File: config.mk
export PLATFORM = sky130hd
export DESIGN_NAME = teclado_varredura
export DESIGN_NICKNAME = d
export VERILOG_FILES = /design/src/rtl/teclado_pkg.sv /design/src/rtl/sinc_2ff.sv /design/src/rtl/teclado_varredura.sv
export SDC_FILE = /design/constraint.sdc
export NUM_CORES = 1
export LEC_CHECK = 0
export CAP_MARGIN = 5
export CORE_MARGIN = 4
export CORE_UTILIZATION = 45
export DETAILED_ROUTE_END_ITERATION = 10
export PLACE_DENSITY = 0.63
export RECOVER_POWER = 100
export SYNTH_ARGS = -nofsm -noshare
export SYNTH_HDL_FRONTEND = slang
export SYNTH_HIERARCHICAL = 1
export SYNTH_SLANG_ARGS = --single-unit
File: constraint.sdc
create_clock -name clk -period 2.38 [get_ports clk]
set_clock_uncertainty 0.2 [all_clocks]
set_input_delay 0.714 -clock clk [delete_from_list [all_inputs] [get_ports clk]]
set_output_delay 0.714 -clock clk [all_outputs]
set_load 0.01 [all_outputs]
File: src/rtl/teclado_pkg.sv
// Shared definitions for the scanned keypad reader.
// Holds the FSM state encoding, the key code width and the default
// matrix geometry / timing constants used as parameter defaults.
package teclado_pkg;

  typedef enum logic [1:0] {
    SCAN     = 2'd0,
    DEBOUNCE = 2'd1,
    HELD     = 2'd2
  } state_t;

  localparam int KEY_W        = 4;
  localparam int ROWS_DEF     = 4;
  localparam int COLS_DEF     = 4;
  localparam int SCAN_DIV_DEF = 4;
  localparam int DEB_CYC_DEF  = 16;

endpackage

File: src/rtl/sinc_2ff.sv
// Two-flop synchroniser for a bus of independent asynchronous lines.
// Ports: clk, rst (async, active-high), din (raw async input),
//        dout (synchronised, 2-cycle latency). Resets to all-ones (idle).
module sinc_2ff #(
  parameter int W = 4
) (
  input  logic         clk,
  input  logic         rst,
  input  logic [W-1:0] din,
  output logic [W-1:0] dout
);

  logic [W-1:0] meta;

  always_ff @(posedge clk or posedge rst) begin
    if (rst) begin
      meta <= '1;
      dout <= '1;
    end else begin
      meta <= din;
      dout <= meta;
    end
  end

endmodule

File: src/rtl/teclado_varredura.sv
// Scanned-matrix keypad reader: walks a one-cold row drive, reads the
// columns back, debounces press and release, strobes one key code per press.
// Ports: clk, rst (async, active-high), row_n (row drive, one-cold),
//        col_n (raw columns, low = closed), key_valid (1-cycle strobe),
//        key_code (row*COLS+col of last accepted key), key_held (press..release).
module teclado_varredura
  import teclado_pkg::*;
#(
  parameter int ROWS     = ROWS_DEF,
  parameter int COLS     = COLS_DEF,
  parameter int SCAN_DIV = SCAN_DIV_DEF,
  parameter int DEB_CYC  = DEB_CYC_DEF
) (
  input  logic             clk,
  input  logic             rst,
  output logic [ROWS-1:0]  row_n,
  input  logic [COLS-1:0]  col_n,
  output logic             key_valid,
  output logic [KEY_W-1:0] key_code,
  output logic             key_held
);

  localparam int RW = (ROWS > 1)     ? $clog2(ROWS)     : 1;
  localparam int CW = (COLS > 1)     ? $clog2(COLS)     : 1;
  localparam int DW = (SCAN_DIV > 1) ? $clog2(SCAN_DIV) : 1;
  localparam int BW = (DEB_CYC > 1)  ? $clog2(DEB_CYC)  : 1;

  localparam logic [RW-1:0] ROW_LAST   = RW'(ROWS - 1);
  localparam logic [DW-1:0] DWELL_LAST = DW'(SCAN_DIV - 1);
  localparam logic [BW-1:0] DEB_LAST   = BW'(DEB_CYC - 1);

  // All column decisions use the synchronised copy.
  logic [COLS-1:0] col_s;

  sinc_2ff #(.W(COLS)) u_sinc (
    .clk  (clk),
    .rst  (rst),
    .din  (col_n),
    .dout (col_s)
  );

  state_t        state, state_nxt;
  logic [RW-1:0] row_idx, row_nxt;
  logic [CW-1:0] col_idx, col_nxt;
  logic [DW-1:0] dwell, dwell_nxt;
  logic [BW-1:0] deb_cnt, deb_nxt;
  logic             valid_nxt;
  logic [KEY_W-1:0] code_nxt;
  logic             held_nxt;

  logic          any_low;
  logic [CW-1:0] first_col;
  logic [RW-1:0] row_inc;
  logic          col_open;
  logic [KEY_W-1:0] code_calc;

  // Lowest-index closed column wins when several keys share a row:
  // iterate downwards so the last assignment is the smallest index.
  always_comb begin
    first_col = '0;
    for (int c = COLS - 1; c >= 0; c--) begin
      if (!col_s[c]) first_col = CW'(c);
    end
  end

  assign any_low   = ~&col_s;
  assign row_inc   = (row_idx == ROW_LAST) ? '0 : row_idx + 1'b1;
  assign col_open  = col_s[col_idx];
  assign code_calc = KEY_W'(32'(row_idx) * 32'(COLS) + 32'(col_idx));

  always_comb begin
    state_nxt = state;
    row_nxt   = row_idx;
    col_nxt   = col_idx;
    dwell_nxt = dwell;
    deb_nxt   = deb_cnt;
    valid_nxt = 1'b0;
    code_nxt  = key_code;
    held_nxt  = key_held;

    case (state)
      SCAN: begin
        if (dwell == DWELL_LAST) begin
          dwell_nxt = '0;
          if (any_low) begin
            // Row stays where it is; only the column needs latching.
            col_nxt   = first_col;
            deb_nxt   = '0;
            state_nxt = DEBOUNCE;
          end else begin
            row_nxt = row_inc;
          end
        end else begin
          dwell_nxt = dwell + 1'b1;
        end
      end

      DEBOUNCE: begin
        if (col_open) begin
          // Bounce: drop the candidate and move on without a strobe.
          state_nxt = SCAN;
          row_nxt   = row_inc;
          dwell_nxt = '0;
          deb_nxt   = '0;
        end else if (deb_cnt == DEB_LAST) begin
          valid_nxt = 1'b1;
          code_nxt  = code_calc;
          held_nxt  = 1'b1;
          state_nxt = HELD;
          deb_nxt   = '0;
        end else begin
          deb_nxt = deb_cnt + 1'b1;
        end
      end

      HELD: begin
        // Counter here measures consecutive open cycles; any closed
        // cycle restarts the release window.
        if (col_open) begin
          if (deb_cnt == DEB_LAST) begin
            held_nxt  = 1'b0;
            state_nxt = SCAN;
            row_nxt   = row_inc;
            dwell_nxt = '0;
            deb_nxt   = '0;
          end else begin
            deb_nxt = deb_cnt + 1'b1;
          end
        end else begin
          deb_nxt = '0;
        end
      end

      default: begin
        state_nxt = SCAN;
        row_nxt   = '0;
        dwell_nxt = '0;
        deb_nxt   = '0;
      end
    endcase
  end

  always_ff @(posedge clk or posedge rst) begin
    if (rst) begin
      state     <= SCAN;
      row_idx   <= '0;
      col_idx   <= '0;
      dwell     <= '0;
      deb_cnt   <= '0;
      key_valid <= 1'b0;
      key_code  <= '0;
      key_held  <= 1'b0;
      row_n     <= {{(ROWS-1){1'b1}}, 1'b0};
    end else begin
      state     <= state_nxt;
      row_idx   <= row_nxt;
      col_idx   <= col_nxt;
      dwell     <= dwell_nxt;
      deb_cnt   <= deb_nxt;
      key_valid <= valid_nxt;
      key_code  <= code_nxt;
      key_held  <= held_nxt;
      // Row drive is registered from the next row index so the pins
      // never see decoder glitches.
      row_n     <= ~(ROWS'(1) << row_nxt);
    end
  end

endmodule

==> PnR_summary.wiki, run 1 <==
{| class="wikitable"
! Metric !! Value
|-
| Depth of the worst hold-timing path || 0
|-
| Clock Sink Count || 30
|-
| Crit path largest cell delay || 530 ps
|-
| DR pass1 iterations || 4
|-
| Launch point of the worst hold path || u_sinc/meta[0]$_DFF_PP1_
|-
| TritonCTS clock tree || done
|-
| Critical-path cell list || clkdlybuf4s50_1
|-
| Required time at the worst-slack endpoint || 1470 ps
|-
| Top-count cell post-synth || dfrtp_1
|-
| Number of setup buffers added after CTS || 0
|-
| Combinational family with the most area after synthesis || compound AO/OA/AOI/OAI gates
|-
| Post-synthesis average cell area || 11.56 um2
|-
| Number of hold violations in the final report || 0
|-
| Final min period || 2285 ps
|-
| Die area || 0.004182 mm2
|-
| Setup TNS Final || 0 ps
|-
| First-pass GRT wire length || 4353 um
|-
| Cell Count Post-Placement || 184
|-
| Share of the clock period used by the worst path after layout || 0.9602
|-
| Fraction of final layout cells sized beyond drive strength 1 || 0.1959
|-
| Cell types occupying the most area after synthesis || dfrtp_1, dfstp_2, ha_1
|-
| Clock network latency to the later pin of the worst-skew pair || 320 ps
|-
| Clock network power share || 0.188
|-
| Critical register-to-register path startpoint || col_idx[1]$_DFFE_PP0P_
|-
| Arrival time at the worst endpoint || 1370 ps
|-
| Global routing usage summed across all routing layers || 0.1399
|-
| Sum of overflow across all layers after global routing || 0
|-
| Portion of total power attributed to combinational logic || 0.380
|-
| Number of standard cells in the layout, taps in and fillers out || 192
|-
| # rows || 20
|-
| Number of buffer cells added on primary ports || 15
|-
| Kind of cell with the highest combined delay on the critical path || flip-flops
|-
| Final core utilization || 0.5582
|-
| Number of buffer and inverter instances along the worst setup path || 1
|-
| Cell internal power dissipation || 1.048 mW
|-
| End of the worst hold path || u_sinc/dout[0]$_DFF_PP1_
|-
| Maximum number of pins on one net before global-route repair || 23
|-
| Final setup slack of the worst path || 94.72 ps
|-
| Die width || 64.67 um
|-
| DR DRC count || 0
|-
| Max transition margin || 0.6360
|-
| Setup slack, reg-to-reg || 140 ps
|-
| Multi-input logic area || 631.9 um2
|-
| Initial drt markers || 55
|-
| Top_reg_cell synth || dfrtp_1
|-
| Sw Pwr || 0.5874 mW
|-
| Max frequency || 0.4376 GHz
|-
| Result of the run || finished, final reports clean
|-
| Count of cells along the worst register-to-register path || 4
|-
| Setup WS pre-CTS || 197.7 ps
|-
| IO Pins || 16
|-
| Switching portion of total power || 0.3591
|-
| Post-DR vias/cell || 5.427
|-
| Portion of synthesized cell area occupied by the leading cell type || 0.3290
|-
| Root Driver || clkbuf_4
|-
| Number of routed nets with antenna violations || 0
|-
| Diodes inserted || 0
|-
| CTS Buf Count || 5
|-
| Placeable core region || 0.003053 mm2
|-
| Signed area change from the synthesized netlist to the final layout || 17.92%
|-
| Synthesis Warnings || 6
|-
| Clock H-tree levels || 2
|-
| Number of distinct library cell variants in the gate-level netlist after synthesis || 41
|-
| Via count of the routed design || 1042
|-
| Crit Path Category || reg2out
|-
| Worst slew pin tran || 546.0 ps
|-
| Number of fill cells || 265
|-
| Yosys reg bits || 30
|-
| Via count of the first global-routing pass || 1000
|-
| Synth top cells by count || dfrtp_1, nand2_1, dfstp_2, inv_1, o21ai_0
|-
| Fraction of synthesis flops using an asynchronous set or reset pin || 1.000
|-
| Post-route cell area || 0.001704 mm2
|-
| Clock transition at the register clock pins on the worst setup and hold paths after CTS || 90 ps
|-
| Power Dens Cells || 959.8 mW/mm2
|-
| Routed WL || 2486 um
|-
| CP Capture Type || output pin
|-
| Crit-path max FO || 1
|-
| Cell area after placement || 0.001650 mm2
|-
| Routed wire length per instance || 12.95 um
|-
| Tightest Hold Check Type || reg2reg
|-
| Number of buffers inserted for hold repair after clock tree synthesis || 0
|-
| PostCTS Resize Cnt || 0
|-
| Adder-Cell Fraction of Synth Area || 0.06061
|-
| Height of the chip || 64.67 um
|-
| RR Endpoint || row_n[2]$_DFF_PP1_
|-
| HPWL reported at the end of detailed placement || 1850 um
|-
| RSZ-0062 raised after global routing || false
|-
| Part of the Yosys area used for sequential elements || 0.5290
|-
| Maximum capacitance violations || 0
|-
| Number of nets produced by synthesis || 138
|-
| Total power after layout || 1.636 mW
|-
| Count of flip-flops with a built-in enable after synthesis || 0
|-
| Share of total power in sequential cells || 0.433
|-
| Category of the worst setup path launch point || flip-flop
|-
| Compound-gate portion of the synthesized area || 0.2061
|-
| Final setup violation count || 0
|-
| Smallest hold slack || 159.6 ps
|-
| Number of standard cells after synthesis || 125
|-
| Xor/xnor share of the synthesized area || 0
|-
| Max Transition Viols Final || 0
|-
| Simple-gate share of the synthesized area || 0.1117
|-
| Proportion of synthesized area in mux cells || 0.06147
|-
| Number of nets at the end of the flow || 160
|-
| Placer Congestion || 0.8350
|-
| Starting Density || 0.4734
|-
| Clock buffer depth || 2
|-
| Worst VDD drop || 0.3534 mV
|-
| Cell taking the most area after synthesis || dfrtp_1
|-
| Sequential cell area || 764.5 um2
|-
| Syn Std Cell Area || 0.001445 mm2
|-
| Number of antenna violations at the first check in global routing || 0
|-
| Leak || 0.7719 nW
|-
| CP max stage cell || dfstp_2
|}
-- final cells by class --
class	instances	share of cell area
Clock buffer	7	0.03231
Clock inverter	1	0.002937
Inverter	8	0.01762
Multi-Input combinational cell	85	0.3708
Sequential cell	30	0.4486
Tap cell	44	0.03231
Timing Repair Buffer	17	0.09545
-- cells by family (layout without fill, tap and decap cells) --
family	Yosys count	in the layout
flip-flops	30	30
adder cells (fa/ha/maj)	7	7
AO/OA/AOI/OAI	40	40
multiplexers	7	7
buffers and inverters	10	33
AND/OR/NAND/NOR	31	31
-- worst reg2reg max path, cell delays in order (launching register included) --
cell,delay (ps)
dfrtp_1,390
mux4_2,660
a21boi_4,310
o21ai_1,160
a2111o_1,440
-- power by group through the flow --
stage               combinational [mW]  clock, mW  sequential (mW)
finish                           0.621      0.307            0.708
global route                     0.695      0.342            0.725
CTS                              0.637      0.320            0.713
detailed placement               0.629          0            0.722
global placement                 0.625          0            0.718
floorplan                        0.469          0            0.715
-- worst max-delay path by stage --
stage,startpoint,endpoint,slack (ps),cells after the start
after floorplan,col_idx[1]$_DFFE_PP0P_,row_n[2]$_DFF_PP1_,360,5
after global placement,col_idx[1]$_DFFE_PP0P_,row_n[2]$_DFF_PP1_,240,4
after detailed placement,col_idx[1]$_DFFE_PP0P_,row_n[2]$_DFF_PP1_,200,4
after CTS,row_n[3]$_DFF_PP1_,row_n[3],70,1
after global routing,col_idx[1]$_DFFE_PP0P_,row_n[2]$_DFF_PP1_,30,4
final,row_n[3]$_DFF_PP1_,row_n[3],90,1
-- metal layers --
metal  global-route usage  vias to the layer above  wire length [um]
met5                    0                        -                 0
met3              0.05199                        5               147
met1               0.1728                      497              1117
met4              0.06332                        0                44
met2               0.2178                       28              1176
li1                     -                      512                 -
-- placed cells by master (no fill, tap or decap), types with 2 or more instances in the layout --
cell type / count
clkbuf_4: 5
a31oi_1: 3
dlygate4sd3_1: 12
inv_1: 8
nor3_1: 2
nand3_1: 4
dfstp_2: 11
a21oi_1: 6
nor2_1: 4
ha_1: 7
o21ai_0: 9
and3_1: 2
nand2_1: 13
dfrtp_1: 19
clkdlybuf4s50_1: 3
mux2_2: 4
a22o_1: 3
o21a_1: 2
o22ai_1: 3
-- flip-flops by register name, indices dropped and copies added, names as in the netlist --
signal       count
col_idx          2
deb_cnt          4
dwell            2
key_code         4
key_held         1
key_valid        1
row_idx          2
row_n            4
state            2
u_sinc/dout      4
u_sinc/meta      4
No activity file was read; power rests on OpenSTA's default activity.
==> run 2, diff against run 1 <==
- RECOVER_POWER: 100 -> 50
==> run 2 against run 1 <==
Critical path depth unchanged. Die area unchanged. Wire length decreased by 0.12%. Setup slack barely moved. Sequential share of layout area down 0.099 points. Design area up 0.22%. Sequential power barely moved. Non-clock buffer count is the same. Combinational power rose by 1%. Largest cell class unchanged.
==> PnR_summary.wiki, run 2 (synthesized netlist as in run 1, its figures left out) <==
{| class="wikitable"
! Metric !! Value
|-
| Result of the run || finished, final reports clean
|-
| Required time at the worst-slack endpoint || 1470 ps (about the same)
|-
| Crit Path Category || reg2out
|-
| Starting Density || 0.4734 (unchanged)
|-
| Number of buffers inserted for hold repair after clock tree synthesis || 0 (unchanged)
|-
| Leading cell type in the layout, fill and taps excluded || dfrtp_1
|-
| Placer Congestion || 0.8350 (unchanged)
|-
| Initial drt markers || 50 (-9.1%)
|-
| Via count of the routed design || 1040 (-0.19%)
|-
| Number of hold violations in the final report || 0 (unchanged)
|-
| Max frequency || 0.4376 GHz (about the same)
|-
| Smallest hold slack || 159.6 ps (unchanged)
|-
| Height of the chip || 64.67 um (unchanged)
|-
| Maximum number of pins on one net before global-route repair || 23 (unchanged)
|-
| Total power after layout || 1.646 mW (+0.63%)
|-
| RSZ-0062 raised after global routing || false
|-
| Crit path largest cell delay || 530 ps (about the same)
|-
| DR DRC count || 0 (unchanged)
|-
| First-pass GRT wire length || 4353 um (unchanged)
|-
| Setup TNS Final || 0 ps (unchanged)
|-
| Share of the clock period used by the worst path after layout || 0.9601 (about the same)
|-
| Number of buffer cells added on primary ports || 15 (unchanged)
|-
| Cell Count Post-Placement || 184 (unchanged)
|-
| Clock network latency to the later pin of the worst-skew pair || 320 ps (about the same)
|-
| Clock buffer depth || 2 (unchanged)
|-
| Final setup violation count || 0 (unchanged)
|-
| Setup WS pre-CTS || 197.7 ps (unchanged)
|-
| Post-route cell area || 0.001708 mm2 (+0.22%)
|-
| Critical-path cell list || clkdlybuf4s50_1
|-
| Routed wl met2 || 1174 um (-0.17%)
|-
| Routed WL || 2483 um (-0.12%)
|-
| Final min period || 2285 ps (-0.1560 ps)
|-
| Cell area after placement || 0.001650 mm2 (unchanged)
|-
| Arrival time at the worst endpoint || 1370 ps (about the same)
|-
| Leak || 0.7513 nW (-2.7%)
|-
| Die area || 0.004182 mm2 (unchanged)
|-
| # rows || 20 (unchanged)
|-
| Post-DR vias/cell || 5.417 (-0.19%)
|-
| Root Driver || clkbuf_4
|-
| Number of fill cells || 263 (-0.75%)
|-
| CP max stage cell || dfstp_2
|-
| Met1 WL || 1118 um (about the same)
|-
| Tightest Hold Check Type || reg2reg
|-
| Global routing usage summed across all routing layers || 0.1399 (unchanged)
|-
| Number of antenna violations at the first check in global routing || 0 (unchanged)
|-
| CP Capture Type || output pin
|-
| Uppermost layer routed || met4
|-
| Total length of routed met3 wires || 145 um (-1.4%)
|-
| Worst VDD drop || 0.3576 mV (+1.2%)
|-
| Max Transition Viols Final || 0 (unchanged)
|-
| Diodes inserted || 0 (unchanged)
|-
| Sum of overflow across all layers after global routing || 0 (unchanged)
|-
| Maximum capacitance violations || 0 (unchanged)
|-
| Clock Sink Count || 30 (unchanged)
|-
| Number of nets at the end of the flow || 160 (unchanged)
|-
| Via count of the first global-routing pass || 1000 (unchanged)
|-
| Worst slew pin tran || 546.0 ps (-0.006914 ps)
|-
| IO Pins || 16 (unchanged)
|-
| Signed area change from the synthesized netlist to the final layout || 18.18%
|-
| Category of the worst setup path launch point || flip-flop
|-
| DR pass1 iterations || 4 (unchanged)
|-
| CTS Buf Count || 5 (unchanged)
|-
| Number of standard cells in the layout, taps in and fillers out || 192 (unchanged)
|-
| Number of setup buffers added after CTS || 0 (unchanged)
|-
| HPWL reported at the end of detailed placement || 1850 um (unchanged)
|-
| Number of buffer and inverter instances along the worst setup path || 1 (unchanged)
|-
| Power Dens Cells || 963.7 mW/mm2 (+0.41%)
|-
| Final core utilization || 0.5594 (+0.001229)
|-
| Die width || 64.67 um (unchanged)
|-
| Clock transition at the register clock pins on the worst setup and hold paths after CTS || 90 ps (about the same)
|-
| TritonCTS clock tree || done
|-
| Final setup slack of the worst path || 94.88 ps (+0.1560 ps)
|-
| Crit-path max FO || 1 (unchanged)
|-
| Routed wire length per instance || 12.93 um (-0.12%)
|-
| Clock H-tree levels || 2 (unchanged)
|-
| Placeable core region || 0.003053 mm2 (unchanged)
|-
| PostCTS Resize Cnt || 0 (unchanged)
|-
| Number of routed nets with antenna violations || 0 (unchanged)
|-
| Fraction of final layout cells sized beyond drive strength 1 || 0.2095 (+0.01351)
|-
| Top library cells by usage in the layout, fill and taps aside || dfrtp_1, nand2_1, dfstp_2, clkdlybuf4s50_1
|-
| Max transition margin || 0.6360 (about the same)
|-
| Kind of cell with the highest combined delay on the critical path || flip-flops
|}
==> run 2: worst register-to-register path, delay by kind of cell, from the launching register on <==
family	cells	cell delay, ps
flops	1	390
mux	1	660
compound gates	3	870
==> run 2: final cells by class <==
cell class,count,area [um2],share of cell area
inverter,8,30.03,0.01758
multi-input combinational,85,635.6,0.3722
tap,44,55.05,0.03223
clock inverter,1,5.005,0.002930
timing repair buffer,17,162.7,0.09524
sequential,30,764.5,0.4476
clock buffer,7,55.05,0.03223
==> run 2: metal layers <==
layer | GRT usage | vias up
met3 | 0.05199 | 5
li1 | - | 511
met4 | 0.06332 | 0
met1 | 0.1728 | 497
met2 | 0.2178 | 27
met5 | 0 | -
==> run 2: power breakdown <==
group / internal (mW) / switching (mW) / leakage [nW] / total [mW]
Sequential: 0.631 / 0.0797 / 0.369 / 0.710
Combinational: 0.281 / 0.348 / 0.347 / 0.629
Clock: 0.143 / 0.164 / 0.0353 / 0.307
Total: 1.05 / 0.591 / 0.751 / 1.65
==> run 2: final timing paths <==
| path | to | cells past startpoint | start | slack [ps] |
|---|---|---|---|---|
| max | row_n[3] | 1 | row_n[3]$_DFF_PP1_ | 90 |
| min | u_sinc/dout[0]$_DFF_PP1_ | 0 | u_sinc/meta[0]$_DFF_PP1_ | 160 |
| max reg2reg | row_n[2]$_DFF_PP1_ | 4 | col_idx[1]$_DFFE_PP0P_ | 190 |
| min reg2reg | u_sinc/dout[0]$_DFF_PP1_ | 0 | u_sinc/meta[0]$_DFF_PP1_ | 160 |
| max in group asynchronous | col_idx[0]$_DFFE_PP0P_ | 3 | rst | 840 |
| min in group asynchronous | deb_cnt[0]$_DFFE_PP0N_ | 3 | rst | 770 |
==> run 3, diff against run 2 <==
- GPL_TIMING_DRIVEN: not set -> 0
==> run 3 against run 2 <==
Setup slack lost 7.7 ps. Total power grew 8.9%. Clock power grew 40%. Clock-buffer cell count is the same. Largest power group unchanged.
==> PnR_summary.wiki, run 3 (synthesized netlist as in run 1, its figures left out) <==
{| class="wikitable"
! Metric !! Value
|-
| Worst VDD drop || 0.4024 mV (+13%)
|-
| Leading cell type in the layout, fill and taps excluded || dfrtp_1
|-
| Setup slack, reg-to-reg || 150 ps (-40 ps)
|-
| Routed wl met2 || 1233 um (+5.0%)
|-
| Sum of overflow across all layers after global routing || 0 (unchanged)
|-
| Placer Congestion || 0.8345 (about the same)
|-
| Die area || 0.004182 mm2 (unchanged)
|-
| Crit-path max FO || 1 (unchanged)
|-
| Final setup slack of the worst path || 87.17 ps (-7.713 ps)
|-
| Routed WL || 2670 um (+7.5%)
|-
| Number of nets at the end of the flow || 160 (unchanged)
|-
| Share of the clock period used by the worst path after layout || 0.9634 (+0.003241)
|-
| Category of the worst setup path launch point || flip-flop
|-
| IO Pins || 16 (unchanged)
|-
| Capturing element of the worst setup path || row_n[3]
|-
| Initial drt markers || 36 (-28%)
|-
| Maximum capacitance violations || 0 (unchanged)
|-
| Fraction of final layout cells sized beyond drive strength 1 || 0.2027 (-0.006757)
|-
| Number of buffer and inverter instances along the worst setup path || 1 (unchanged)
|-
| CTS Buf Count || 5 (unchanged)
|-
| Max Transition Viols Final || 0 (unchanged)
|-
| Worst slew pin tran || 849.7 ps (+303.7 ps)
|-
| Total power after layout || 1.792 mW (+8.9%)
|-
| Total stage count of the critical path || 1 (unchanged)
|-
| First-pass GRT wire length || 4733 um (+8.7%)
|-
| Power Dens Cells || 1033 mW/mm2 (+7.2%)
|-
| Number of setup buffers added after CTS || 0 (unchanged)
|-
| HPWL reported at the end of detailed placement || 1922 um (+3.9%)
|-
| Clock Sink Count || 30 (unchanged)
|-
| Die width || 64.67 um (unchanged)
|-
| Via count of the first global-routing pass || 1077 (+7.7%)
|-
| Diodes inserted || 0 (unchanged)
|-
| Leak || 0.7593 nW (+1.1%)
|-
| Clock transition at the register clock pins on the worst setup and hold paths after CTS || 90 ps (about the same)
|-
| Root Driver || clkbuf_4
|-
| Clock buffer depth || 2 (unchanged)
|-
| Placeable core region || 0.003053 mm2 (unchanged)
|-
| Critical-path cell list || clkdlybuf4s50_1
|-
| Kind of cell with the highest combined delay on the critical path || flip-flops
|-
| DR pass1 iterations || 4 (unchanged)
|-
| Routed wire length per instance || 13.91 um (+7.5%)
|-
| TritonCTS clock tree || done
|-
| Number of buffer cells added on primary ports || 15 (unchanged)
|-
| RR Endpoint || row_n[2]$_DFF_PP1_
|-
| # rows || 20 (unchanged)
|-
| Via count of the routed design || 1073 (+3.2%)
|-
| Total length of routed met3 wires || 158 um (+9.0%)
|-
| Setup TNS Final || 0 ps (unchanged)
|-
| CP Capture Type || output pin
|-
| Starting Density || 0.4734 (unchanged)
|-
| Number of hold violations in the final report || 0 (unchanged)
|-
| Depth of the worst hold-timing path || 0 (unchanged)
|-
| Clock network latency to the later pin of the worst-skew pair || 350 ps (+30 ps)
|-
| Setup WS pre-CTS || 192.2 ps (-5.471 ps)
|-
| CP max stage cell || dfstp_2
|-
| Global routing usage summed across all routing layers || 0.1502 (+0.01022)
|-
| Crit path largest cell delay || 520 ps (about the same)
|-
| Required time at the worst-slack endpoint || 1470 ps (about the same)
|-
| Arrival time at the worst endpoint || 1380 ps (about the same)
|-
| Number of antenna violations at the first check in global routing || 0 (unchanged)
|-
| Crit Path Category || reg2out
|-
| Tightest Hold Check Type || reg2reg
|-
| Height of the chip || 64.67 um (unchanged)
|-
| Clock H-tree levels || 2 (unchanged)
|-
| RSZ-0062 raised after global routing || false
|-
| First element of the critical path || row_n[3]$_DFF_PP1_
|-
| Critical register-to-register path startpoint || col_idx[1]$_DFFE_PP0P_
|-
| Uppermost layer routed || met4
|-
| PostCTS Resize Cnt || 0 (unchanged)
|-
| Result of the run || finished, final reports clean
|-
| Final core utilization || 0.5684 (+0.009017)
|-
| Final setup violation count || 0 (unchanged)
|-
| Max transition margin || 0.4329 (-0.2031)
|-
| Met1 WL || 1218 um (+8.9%)
|-
| DR DRC count || 0 (unchanged)
|-
| Maximum number of pins on one net before global-route repair || 23 (unchanged)
|-
| Number of buffers inserted for hold repair after clock tree synthesis || 0 (unchanged)
|-
| Signed area change from the synthesized netlist to the final layout || 20.09%
|-
| Max frequency || 0.4361 GHz (-0.34%)
|-
| Final min period || 2293 ps (+7.713 ps)
|-
| Post-DR vias/cell || 5.589 (+3.2%)
|-
| Top library cells by usage in the layout, fill and taps aside || dfrtp_1, nand2_1, dfstp_2, clkdlybuf4s50_1
|-
| Count of cells along the worst register-to-register path || 5 (+1)
|-
| Number of routed nets with antenna violations || 0 (unchanged)
|}
## run 3: changes by cell type in the layout (fill, tap and decap cells not counted)
cell,delta
buf_4,-1
clkbuf_2,-1
clkinv_2,-1
clkbuf_1,+1
bufinv_16,+1
buf_6,+1
## run 3: worst min-delay path by stage
stage                                   from                  endpoint
floorplan           u_sinc/meta[0]$_DFF_PP1_  u_sinc/dout[0]$_DFF_PP1_
global placement    u_sinc/meta[1]$_DFF_PP1_  u_sinc/dout[1]$_DFF_PP1_
detailed placement  u_sinc/meta[1]$_DFF_PP1_  u_sinc/dout[1]$_DFF_PP1_
CTS                 u_sinc/meta[1]$_DFF_PP1_  u_sinc/dout[1]$_DFF_PP1_
global route        u_sinc/meta[3]$_DFF_PP1_  u_sinc/dout[3]$_DFF_PP1_
finish              u_sinc/meta[1]$_DFF_PP1_  u_sinc/dout[1]$_DFF_PP1_
## run 3: through the flow
stage / area, um2 / hold WS (ps) / std cells
after floorplan: 1445 / 145.2 / 125
after global placement: 1650 / 145.4 / 184
after detailed placement: 1650 / 147.2 / 184
after CTS: 1735 / 160.0 / 192
after global routing: 1735 / 163.8 / 192
final: 1735 / 159.2 / 192
## run 3: area by class of cell
| class | count | area (um2) |
|---|---|---|
| inverter | 8 | 30.03 |
| sequential | 30 | 764.5 |
| timing repair buffer | 15 | 150.1 |
| tap | 44 | 55.05 |
| clock inverter | 1 | 30.03 |
| buffer | 2 | 15.01 |
| multi-input combinational | 85 | 635.6 |
| clock buffer | 7 | 55.05 |
| fill | 271 | 1318 |
## run 3: power by group
part	internal, mW	total (mW)	leakage, nW	switching (mW)
registers	0.631	0.708	0.369	0.0773
logic	0.292	0.655	0.345	0.363
clock network	0.251	0.430	0.0455	0.179
## run 3: per-layer routing
layer,vias to the layer above,GRT usage
met4,0,0.08179
met3,8,0.05719
met2,29,0.2371
met5,-,0
met1,519,0.1758
li1,517,-
==> RTL edit (config.mk and constraints of run 3) <==
Add an input register stage for `col_n`, cleared by the reset; this delays it by one clock. Comments in the files are not updated.
--- a/src/rtl/teclado_varredura.sv
+++ b/src/rtl/teclado_varredura.sv
@@ -30,4 +30,14 @@
   localparam logic [BW-1:0] DEB_LAST   = BW'(DEB_CYC - 1);
 
+  logic [COLS-1:0] col_n_q;
+
+  always_ff @(posedge clk or posedge rst) begin
+    if (rst) begin
+      col_n_q <= '0;
+    end else begin
+      col_n_q <= col_n;
+    end
+  end
+
   // All column decisions use the synchronised copy.
   logic [COLS-1:0] col_s;
@@ -36,5 +46,5 @@
     .clk  (clk),
     .rst  (rst),
-    .din  (col_n),
+    .din  (col_n_q),
     .dout (col_s)
   );
Function: changed (a bounded check fails within 10 cycles, from zero or initial values and one cycle with rst high).
==> RTL edit against run 3 <==
Routed wire length down 1.5%. Final cell count up 4.2%. Worst setup slack got worse by 0.0067 ns. Die area rose by 1.3%. Area after synthesis rose by 1.5%. Register-to-register slack worse by 0.07 ns. Cell area grew 4.0%. Count of clock-buffer cells in the layout decreased by 2. Power increased by 4.0%. Sequential cell count up 4. Non-clock buffer count is 3 higher.
==> RTL edit: results (changes against run 3) <==
Placed design
  – Routability congestion estimate: 0.735 (-12%)
  – Placed Cells: 189 (+2.7%)

Logic synthesis
  – Multiplexer share of the synthesized area: 6.74% (+0.59 points)
  – Adder and majority cell fraction of the synthesized area: 5.97% (-0.088 points)
  – Sequential cell area fraction in the yosys report: 59.0% (+6.1 points)
  – Number of warning messages in the yosys log: 6 (unchanged)
  – Top cells by area in the synthesized netlist: dfrtp_1 (39%), dfstp_2 (20%), ha_1 (6.0%)
  – Number of nets produced by synthesis: 143 (+3.6%)
  – Yosys cell types: 33 (-20%)
  – Top cells by instance count after synthesis: dfrtp_1 (23), nand2_1 (14), nor2_1 (12)
  – Post-Syn Area per Cell: 11.3 um^2 (-2.4%)

Power and ir drop
  – Leakage power: 0.000826 uW (+8.8%)
  – Internal: 1290 uW (+10%)
  – IR Drop Worst-Case VDD: 0.000794 V (+97%)
  – Part of the total power dissipated in combinational logic: 31.0% (-5.5 points)

GRT
  – GRT Overall Usage: 14.5% (-0.56 points)
  – First-pass GRT wire length: 4530 um (-4.4%)

Route
  – Vias post-DR: 1015 (-5.4%)
  – Detailed router's first-iteration violation count: 45 (+25%)
  – Total Routed Length: 2630 um (-1.5%)

Clock tree
  – Clock root buffer: clkbuf_4
  – Buffers from clock root to sink, at most: 2 (unchanged)
  – Post-CTS clock slew at the launch and capture registers of the worst setup and hold paths: 0.11 ns (+0.02 ns)
  – Worst skew pair latency: 0.33 ns (-0.02 ns)

Final layout
  – Fraction of layout instances using a drive strength above 1: 21.2% (+0.88 points)
  – Number of nets in the final layout: 168 (+5.0%)

Outcome
  – Outcome: completed

Timing
  – Worst relative slew slack: 36.1% (-7.2 points)
## RTL edit: cell count changes after synthesis, moves of 2 or more
cell,delta
nor2_1,+8
dfrtp_1,+4
a21oi_2,+2
a22o_1,-2
a31oi_1,-2
and3_1,-2
o22ai_1,-2
o31a_1,+2
or3b_1,+2
## RTL edit: worst paths after layout
path / startpoint / end / slack [ns] / depth (start not counted)
worst min-delay path: u_sinc/meta[2] / u_sinc/dout[2] / 0.16 / 0
max in group asynchronous: rst / key_code[2] / 0.55 / 2
worst max-delay path: row_n[1] / row_n[1] / 0.08 / 1
worst max register to register: col_idx[0] / key_code[3] / 0.08 / 5
worst min register to register: u_sinc/meta[2] / u_sinc/dout[2] / 0.16 / 0
min in group asynchronous: rst / u_sinc/dout[2] / 0.80 / 2
## RTL edit: stage by stage
stage / total power (uW) / setup WS [ns] / util [%] / cell area [um^2]
final: 1860 / 0.0805 / 58.7 / 1810
after global routing: 2000 / -0.0127 / 58.7 / 1810
after CTS: 1840 / 0.00888 / 57.8 / 1780
after detailed placement: 1300 / 0.0402 / 54.3 / 1670
after global placement: 1280 / 0.0903 / 54.3 / 1670
after floorplan: 1140 / 0.300 / - / 1470
## RTL edit: cell families (layout without fill, tap and decap cells)
logic type / Yosys count / count (layout)
adders and majority gates: 7 / 7
muxes: 8 / 8
buffers and inverters: 11 / 37
and+or+nand+nor: 42 / 42
AOI/OAI and AO/OA: 28 / 28
DFF: 34 / 34
## RTL edit: area by class of cell
class | instances | area (um^2)
multi-input cells | 85 | 564
clock inverters | 3 | 68.8
inverters | 9 | 33.8
repair buffers | 18 | 173
flip-flops and latches | 34 | 865
well taps | 44 | 55.1
fillers | 253 | 1270
clock buffers | 5 | 37.5
plain buffers | 2 | 8.76
## RTL edit: what timing repair did
| action | 4_1_cts | 5_1_grt |
|---|---|---|
| hold endpoints to repair | 0 | 0 |
| buffers inserted | 0 | 3 |
| endpoints found under the setup margin | 0 | 3 |
| resized for setup | 0 | 2 |
## RTL edit: power by group through the flow
stage | Sequential [uW] | Clock, uW | Combinational (uW)
6_report | 755 | 530 | 579
5_1_grt | 768 | 574 | 661
4_1_cts | 762 | 551 | 530
3_5_place_dp | 773 | 0 | 528
3_3_place_gp | 767 | 0 | 509
2_1_floorplan | 771 | 0 | 368
## RTL edit: layer usage
layer  routed length, um  global-route usage, %  up-vias
met5                   0                      0        -
met4                  40                   6.99        0
met3                 127                   5.55        5
met2                1290                   24.1       20
met1                1180                   16.1      488
li1                    -                      -      502
